[config.mk]
export PLATFORM = sky130hd
export DESIGN_NAME = uart_rx_cfg
export DESIGN_NICKNAME = d
export VERILOG_FILES = /design/src/rtl/uart_rx_cfg.sv
export SDC_FILE = /design/constraint.sdc
export NUM_CORES = 1
export LEC_CHECK = 0
export BUFFER_PORTS_ARGS = -buffer_cell sky130_fd_sc_hd__buf_2
export CORE_UTILIZATION = 25
export CTS_CLUSTER_DIAMETER = 50
export CTS_CLUSTER_SIZE = 8
export DETAILED_ROUTE_END_ITERATION = 7
export GPL_TIMING_DRIVEN = 0
export PLACE_DENSITY = 0.39
export SLEW_MARGIN = 10
export SYNTH_ARGS = -nofsm -noshare
export SYNTH_HDL_FRONTEND = slang
export SYNTH_SLANG_ARGS = --single-unit
[constraint.sdc]
create_clock -name i_clk -period 2.9 [get_ports i_clk]
set_clock_uncertainty 0.2 [all_clocks]
set_input_delay 0.29 -clock i_clk [delete_from_list [all_inputs] [get_ports i_clk]]
set_output_delay 0.29 -clock i_clk [all_outputs]
set_load 0.03 [all_outputs]
[src/rtl/uart_rx_cfg.sv]
// Configurable UART receiver: 5..9 data bits, optional parity, 1/2 stops.
// Start-glitch rejection, break handling and a valid/ready output with overrun.
module uart_rx_cfg #(
   parameter int CLKS_PER_BAUD = 868,
   parameter int DATA_BITS     = 8,
   parameter int PARITY        = 0,
   parameter int STOP_BITS     = 1
) (
   input  logic                 i_clk,
   input  logic                 i_rstn,
   input  logic                 i_rx,
   input  logic                 i_rx_ready,
   output logic [DATA_BITS-1:0] o_rx_data,
   output logic                 o_rx_dvalid,
   output logic                 o_parity_err,
   output logic                 o_frame_err,
   output logic                 o_overrun,
   output logic                 o_busy
);
   localparam int CW = $clog2(CLKS_PER_BAUD) + 1;
   localparam int BW = $clog2(DATA_BITS + 1);
   localparam logic [CW-1:0] HALF = CW'(CLKS_PER_BAUD / 2 - 1);
   localparam logic [CW-1:0] FULL = CW'(CLKS_PER_BAUD - 1);
   localparam logic [BW-1:0] LAST = BW'(DATA_BITS - 1);
   localparam logic          ODD  = (PARITY == 2);

   typedef enum logic [2:0] {
      S_IDLE, S_START, S_DATA, S_PARITY, S_STOP1, S_STOP2, S_WAIT_HIGH
   } state_t;

   state_t               state_q, state_d;
   logic                 sync1_q, sync1_d;
   logic                 sync2_q, sync2_d;
   logic [CW-1:0]        cnt_q, cnt_d;
   logic [BW-1:0]        bit_q, bit_d;
   logic [DATA_BITS-1:0] shift_q, shift_d;
   logic                 perr_q, perr_d;
   logic                 ferr_q, ferr_d;
   logic [DATA_BITS-1:0] data_q, data_d;
   logic                 dvalid_q, dvalid_d;
   logic                 pe_q, pe_d;
   logic                 fe_q, fe_d;
   logic                 ovr_q, ovr_d;
   logic                 rx_s, tick, done;

   assign rx_s = sync2_q;
   assign tick = (cnt_q == '0);

   always_comb begin
      sync1_d  = i_rx;
      sync2_d  = sync1_q;
      state_d  = state_q;
      cnt_d    = cnt_q;
      bit_d    = bit_q;
      shift_d  = shift_q;
      perr_d   = perr_q;
      ferr_d   = ferr_q;
      data_d   = data_q;
      dvalid_d = dvalid_q;
      pe_d     = pe_q;
      fe_d     = fe_q;
      ovr_d    = ovr_q;
      done     = 1'b0;

      unique case (state_q)
         S_IDLE: begin
            if (!rx_s) begin
               cnt_d   = HALF;
               state_d = S_START;
            end
         end
         S_START: begin
            if (!tick) begin
               cnt_d = cnt_q - 1'b1;
            end else if (!rx_s) begin
               cnt_d   = FULL;
               bit_d   = '0;
               perr_d  = 1'b0;
               ferr_d  = 1'b0;
               state_d = S_DATA;
            end else begin
               state_d = S_IDLE;
            end
         end
         S_DATA: begin
            if (!tick) begin
               cnt_d = cnt_q - 1'b1;
            end else begin
               shift_d = {rx_s, shift_q[DATA_BITS-1:1]};
               cnt_d   = FULL;
               bit_d   = bit_q + 1'b1;
               if (bit_q == LAST)
                  state_d = (PARITY != 0) ? S_PARITY : S_STOP1;
            end
         end
         S_PARITY: begin
            if (!tick) begin
               cnt_d = cnt_q - 1'b1;
            end else begin
               perr_d  = ((^shift_q) ^ rx_s) != ODD;
               cnt_d   = FULL;
               state_d = S_STOP1;
            end
         end
         S_STOP1: begin
            if (!tick) begin
               cnt_d = cnt_q - 1'b1;
            end else begin
               ferr_d = !rx_s;
               if (STOP_BITS == 2) begin
                  cnt_d   = FULL;
                  state_d = S_STOP2;
               end else begin
                  done    = 1'b1;
                  state_d = rx_s ? S_IDLE : S_WAIT_HIGH;
               end
            end
         end
         S_STOP2: begin
            if (!tick) begin
               cnt_d = cnt_q - 1'b1;
            end else begin
               ferr_d  = ferr_q | !rx_s;
               done    = 1'b1;
               state_d = rx_s ? S_IDLE : S_WAIT_HIGH;
            end
         end
         S_WAIT_HIGH: begin
            // a held-low line must not be mistaken for a new start bit
            if (rx_s) state_d = S_IDLE;
         end
         default: state_d = S_IDLE;
      endcase

      if (dvalid_q && i_rx_ready) begin
         dvalid_d = 1'b0;
         ovr_d    = 1'b0;
      end
      if (done) begin
         if (!dvalid_q || i_rx_ready) begin
            data_d   = shift_q;
            pe_d     = perr_q;
            fe_d     = ferr_d;
            dvalid_d = 1'b1;
         end else begin
            ovr_d = 1'b1;
         end
      end
   end

   always_ff @(posedge i_clk or negedge i_rstn) begin
      if (!i_rstn) begin
         sync1_q  <= 1'b1;
         sync2_q  <= 1'b1;
         state_q  <= S_IDLE;
         cnt_q    <= '0;
         bit_q    <= '0;
         shift_q  <= '0;
         perr_q   <= 1'b0;
         ferr_q   <= 1'b0;
         data_q   <= '0;
         dvalid_q <= 1'b0;
         pe_q     <= 1'b0;
         fe_q     <= 1'b0;
         ovr_q    <= 1'b0;
      end else begin
         sync1_q  <= sync1_d;
         sync2_q  <= sync2_d;
         state_q  <= state_d;
         cnt_q    <= cnt_d;
         bit_q    <= bit_d;
         shift_q  <= shift_d;
         perr_q   <= perr_d;
         ferr_q   <= ferr_d;
         data_q   <= data_d;
         dvalid_q <= dvalid_d;
         pe_q     <= pe_d;
         fe_q     <= fe_d;
         ovr_q    <= ovr_d;
      end
   end

   assign o_rx_data    = data_q;
   assign o_rx_dvalid  = dvalid_q;
   assign o_parity_err = pe_q;
   assign o_frame_err  = fe_q;
   assign o_overrun    = ovr_q;
   assign o_busy       = (state_q != S_IDLE);

endmodule

==> results of run 1 <==
[routing by layer]
layer | global-route usage (%) | vias to the layer above | wire length [um]
met1 | 16.3 | 768 | 2380
met3 | 2.91 | 2 | 117
met2 | 17.4 | 20 | 2090
li1 | - | 784 | -
met5 | 0 | - | 0
met4 | 4.62 | 0 | 45
[how the worst max path moves through the flow]
stage | start | end | depth (start not counted)
finish | rx_s$_DFF_PN1_ | cnt_q[5]$_DFFE_PN0P_ | 7
global route | rx_s$_DFF_PN1_ | cnt_q[5]$_DFFE_PN0P_ | 7
CTS | rx_s$_DFF_PN1_ | cnt_q[5]$_DFFE_PN0P_ | 7
detailed placement | rx_s$_DFF_PN1_ | cnt_q[5]$_DFFE_PN0P_ | 7
global placement | rx_s$_DFF_PN1_ | cnt_q[5]$_DFFE_PN0P_ | 7
floorplan | cnt_q[7]$_DFFE_PN0P_ | cnt_q[5]$_DFFE_PN0P_ | 6
[stage by stage]
step           hold slack [ns]  area (um2)
2_1_floorplan           -0.206        2120
3_5_place_dp             0.149        2330
6_report                 0.160        2470
3_3_place_gp             0.147        2330
4_1_cts                  0.162        2470
5_1_grt                  0.168        2470
[logic make-up after synthesis]
family / synth area share (%)
AO/OA/AOI/OAI: 15.4
AND/OR/NAND/NOR: 15.6
adder cells (fa/ha/maj): 1.77
flip-flops: 49.7
multiplexers: 9.04
XOR/XNOR: 4.96
buffers and inverters: 3.49
[final cells by class]
class                           count  area share [%]
Multi-Input combinational cell    144            40.1
Sequential cell                    42            42.7
Timing Repair Buffer               19            4.46
Tap cell                          105            5.32
Clock buffer                        5            2.79
Inverter                            7            1.06
Buffer                             10            1.93
Clock inverter                      3            1.62
[Yosys cell counts (2+ instances only)]
cell and number:
nor2_1 16, nor2b_1 3, buf_2 2, xnor2_1 10
inv_1 7, clkbuf_1 7, nor3_1 7, o31ai_1 3
a31oi_1 3, nand3_1 4, o32a_1 3, ha_1 3
nand2b_1 5, dfrtp_1 40, xor2_1 2, a22oi_1 2
a211oi_1 2, dfstp_2 2, o21ai_0 18, mux2_2 17
a21oi_1 13, nand2_1 8, or3_1 4, nor3b_1 3
[registers in the layout (all words and copies together) (netlist names)]
| signal | flops |
|---|---|
| cnt_q | 11 |
| o_rx_data | 8 |
| shift_q | 8 |
| bit_q | 4 |
| state_q | 3 |
| ferr_q | 1 |
| o_frame_err | 1 |
| o_overrun | 1 |
| o_parity_err | 1 |
| o_rx_dvalid | 1 |
| perr_q | 1 |
| rx_s | 1 |
| sync1_q | 1 |
[worst max-delay path, cell delays in order (launching register included)]
cell      delay, ns
dfstp_2        0.52
clkbuf_1       0.37
inv_1          0.18
o21bai_1       0.47
o21a_2         0.26
buf_6          0.13
nor3_1         0.05
or3b_1         0.35
[report_power, final]
group          internal, uW  leakage, uW  switching (uW)
sequential              589     0.000559           0.803
clock                   254    0.0000579             211
combinational          8.17     0.000493            20.9
==> impl_metrics.toml, run 1 <==
[sta]
setup_ws_ns = 0.273
finalHoldViolations = 0
setup_viol = 0
finalSetupTns_ns = 0
timing.fmax_mhz = 381
tightestPinTransition_ns = 0.935
fin_crit_ns = 2.63
relSlewSlack_pct = 37.7
drv_slew = 0
finalCritPeriodShare_pct = 90.6
rsz0062_at_grt = "no"

[floorplan]
row_count = 33
initial_core_util_pct = 25.8
coreArea_um2 = 8220
io_pins = 17
die_h_um = 94.1
dieArea_um2 = 8850
die_w_um = 94.1

[synthesis]
synth_top_area_cell = "dfrtp_1"
synth_cells = 203
synthArstFlopShare_pct = 100
synth_edf_count = 0
synth_top_area_share_pct = 47.3
syn-cell-area_um2 = 2120
syn-num-nets = 210
ys_seq_elements = 42
synth_area_leaders = "dfrtp_1, mux2_2, o21ai_0"
avgSynthCellArea_um2 = 10.4
seq_area_frac_synth_pct = 49.7
yosys_warnings = 0
ys.flop_type = "dfrtp_1"
synth.distinct_cells = 43

[finish]
layout_commonest_cell = "dfrtp_1"
layout.nets = 236
fillers = 859
drive_gt1_share_pct = 22.2
layout_common_cells = "dfrtp_1, buf_2, o21ai_0"
multi_input_area_um2 = 991
stdcell_count = 335
antenna_cells = 0
syn_to_final_growth_pct = 16.5
finish.utilization_pct = 30.0
register_area_um2 = 1050

[global_routing]
grt-ovfl-total = 0
grt_first_pass_wirelength_um = 7810
grt_max_degree = 43
antenna_found_initial = 0
grt_pass1_vias = 1543
track_usage_pct = 11.7

[power]
leakage_uw = 0.00111
p_per_area_nw_per_um2 = 439
max-vdd-ir-drop_uv = 197
fin_total_pwr_uw = 1080

[critical_path]
r2r_start = "rx_s$_DFF_PN1_"
reg2reg_depth = 7
worstSetupPathType = "reg -> reg"
reg2reg_slack_ns = 0.27
cp_max_fo = 10
required_ns = 2.88
start_kind = "flip-flop"
regToRegEndpoint = "cnt_q[5]$_DFFE_PN0P_"
end_kind = "flip-flop"
cp.arrival_ns = 2.61

[clocking]
cts_max_path_buffers = 2
cts_buffers = 5
clock-sinks = 42
root_buffer = "clkbuf_8"
postCtsSetupBuffers = 0
cts_hold_buf = 3
insertion_delay_ns = 0.30
cts_htree_levels = 2
postCtsResizedCells = 0
clk_transition_reported_paths_ns = 0.09
cts_tree = "built"

[route]
drtAntennaViolNets = 0
routed_wl_um = 4630
drt_iter0_markers = 60
drt-pass1-iter-count = 4
wl_per_cell_um = 13.8
avgViaCountPerCell = 4.70
drc_errors = 0
vias = 1574

[place]
hpwl_um = 3190
io_buffers = 16
routabilityCongestion = 0.724
place_inst = 324
place_ws_ns = 0.217

[flow_run]
cap_violations = 0

[hold_path]
hold_path_end = "rx_s$_DFF_PN1_"
min_path_type = "reg -> reg"
holdPathStages = 0
min_from = "sync1_q$_DFF_PN1_"

[run_status]
status = "finished clean"
No activity file was read; power rests on OpenSTA's default activity.
==> run 2: changes to the inputs <==
Settings changed: SLEW_MARGIN 10 to 15.
Clock period 2.9 ns to 3.3 ns, I/O delays scaled along.
==> impl_metrics.toml, run 2 (synthesis results as in run 1) <==
[route]
drtAntennaViolNets = 0
drt-pass1-iter-count = 4
drt_iter0_markers = 67
avgViaCountPerCell = 4.74
wl_per_cell_um = 13.9
drc_errors = 0
routed_wl_um = 4630
vias = 1580

[clocking]
root_buffer = "clkbuf_8"
cts_htree_levels = 2
clock-sinks = 42
insertion_delay_ns = 0.29
clk_transition_reported_paths_ns = 0.09
cts_max_path_buffers = 2
postCtsSetupBuffers = 0
cts_buffers = 5
cts_tree = "built"

[sta]
finalCritPeriodShare_pct = 80.2
drv_slew = 0
timing.fmax_mhz = 378
tightestPinTransition_ns = 0.936
whs_ns = -0.0279
relSlewSlack_pct = 37.6
finalHoldViolations = 40
rsz0062_at_grt = "no"
fin_crit_ns = 2.65
finalSetupTns_ns = 0
setup_viol = 0

[place]
hpwl_um = 3190
io_buffers = 16
routabilityCongestion = 0.724
postPlaceCellArea_um2 = 2330

[power]
p_per_area_nw_per_um2 = 388
p_int_uw = 746
leakage_uw = 0.00110
pwr-share-clk_pct = 42.9
switchingPower_uw = 204
comb_power_share_pct = 2.5
seq_power_share_pct = 54.6
max-vdd-ir-drop_uv = 173
power.share.switching_pct = 21.4

[global_routing]
antenna_found_initial = 0
track_usage_pct = 11.7
grt_first_pass_wirelength_um = 7800
grt_pass1_vias = 1540
grt_max_degree = 43
grt-ovfl-total = 0

[finish]
final_area_um2 = 2450
syn_to_final_growth_pct = 15.6
top_register = "cnt_q"
antenna_cells = 0
finish.utilization_pct = 29.8
layout_common_cells = "dfrtp_1, buf_2, o21ai_0"
layout.nets = 234
layout_commonest_cell = "dfrtp_1"
largest_reg_flops = 11
drive_gt1_share_pct = 22.4

[critical_path]
cp.arrival_ns = 2.63
worstSetupPathType = "reg -> reg"
end_kind = "flip-flop"
reg2reg_slack_ns = 0.65
required_ns = 3.28
start_kind = "flip-flop"
cp_max_fo = 10

[floorplan]
dieArea_um2 = 8850
io_pins = 17
die_w_um = 94.1
coreArea_um2 = 8220
row_count = 33
initial_core_util_pct = 25.8
die_h_um = 94.1

[flow_run]
cap_violations = 0

[run_status]
status = "finished with violations"
violations = "hold timing"

[hold_path]
min_path_type = "in -> async"
==> run 2: cell count changes in the layout (fill, tap and decap cells not counted) <==
cell	previous run	this run
dlygate4sd3_1	3	1
==> run 2: critical path, cell delays in order (launching register included) <==
cell	delay (ns)
dfstp_2	0.52
clkbuf_1	0.38
inv_1	0.18
o21bai_1	0.47
o21a_2	0.26
buf_6	0.13
nor3_1	0.05
or3b_1	0.35
==> run 2: layout make-up <==
type / instances / area [um2]
fill: 862 / 5770
sequential: 42 / 1050
multi-input combinational: 144 / 991
tap: 105 / 131
timing repair buffer: 17 / 90.1
clock buffer: 5 / 68.8
buffer: 10 / 47.5
clock inverter: 3 / 40.0
inverter: 7 / 26.3
==> run 2: timing repair <==
action,4_1_cts,5_1_grt
hold endpoints to repair,1,0
hold buffers,1,0
gates resized for setup,0,0
==> run 2: power by group through the flow <==
stage | logic (uW) | registers [uW] | clock network [uW]
final | 23.9 | 518 | 408
after global placement | 24.6 | 528 | 0
after global routing | 28.2 | 518 | 448
after floorplan | 6.67 | 530 | 0
after detailed placement | 24.8 | 528 | 0
after CTS | 25.8 | 518 | 426
==> run 2: metal layers <==
| layer | vias up | part of all wire [%] | GRT usage, % |
|---|---|---|---|
| li1 | 778 | - | - |
| met1 | 779 | 51 | 16.3 |
| met2 | 21 | 45 | 17.4 |
| met3 | 2 | 2.4 | 2.91 |
| met4 | 0 | 0.97 | 4.62 |
| met5 | - | 0 | 0 |
==> run 2: through the flow <==
stage	setup WS, ns	hold WS [ns]	cells	power, uW
2_1_floorplan	1.08	-0.166	203	537
3_3_place_gp	0.627	0.147	324	553
3_5_place_dp	0.617	0.149	324	553
4_1_cts	0.597	0.00277	333	970
5_1_grt	0.435	0.0103	333	994
6_report	0.655	-0.0279	333	950
==> run 2: final timing paths <==
path | start | to | depth (start not counted)
setup reg to reg | rx_s$_DFF_PN1_ | cnt_q[5]$_DFFE_PN0P_ | 7
max in group asynchronous | i_rstn | o_rx_data[0]$_DFFE_PN0P_ | 1
min in group i_clk | i_rx_ready | o_overrun$_DFF_PN0_ | 2
hold reg to reg | sync1_q$_DFF_PN1_ | rx_s$_DFF_PN1_ | 0
hold / removal | i_rstn | o_rx_dvalid$_DFF_PN0_ | 1
setup / recovery | rx_s$_DFF_PN1_ | cnt_q[5]$_DFFE_PN0P_ | 7
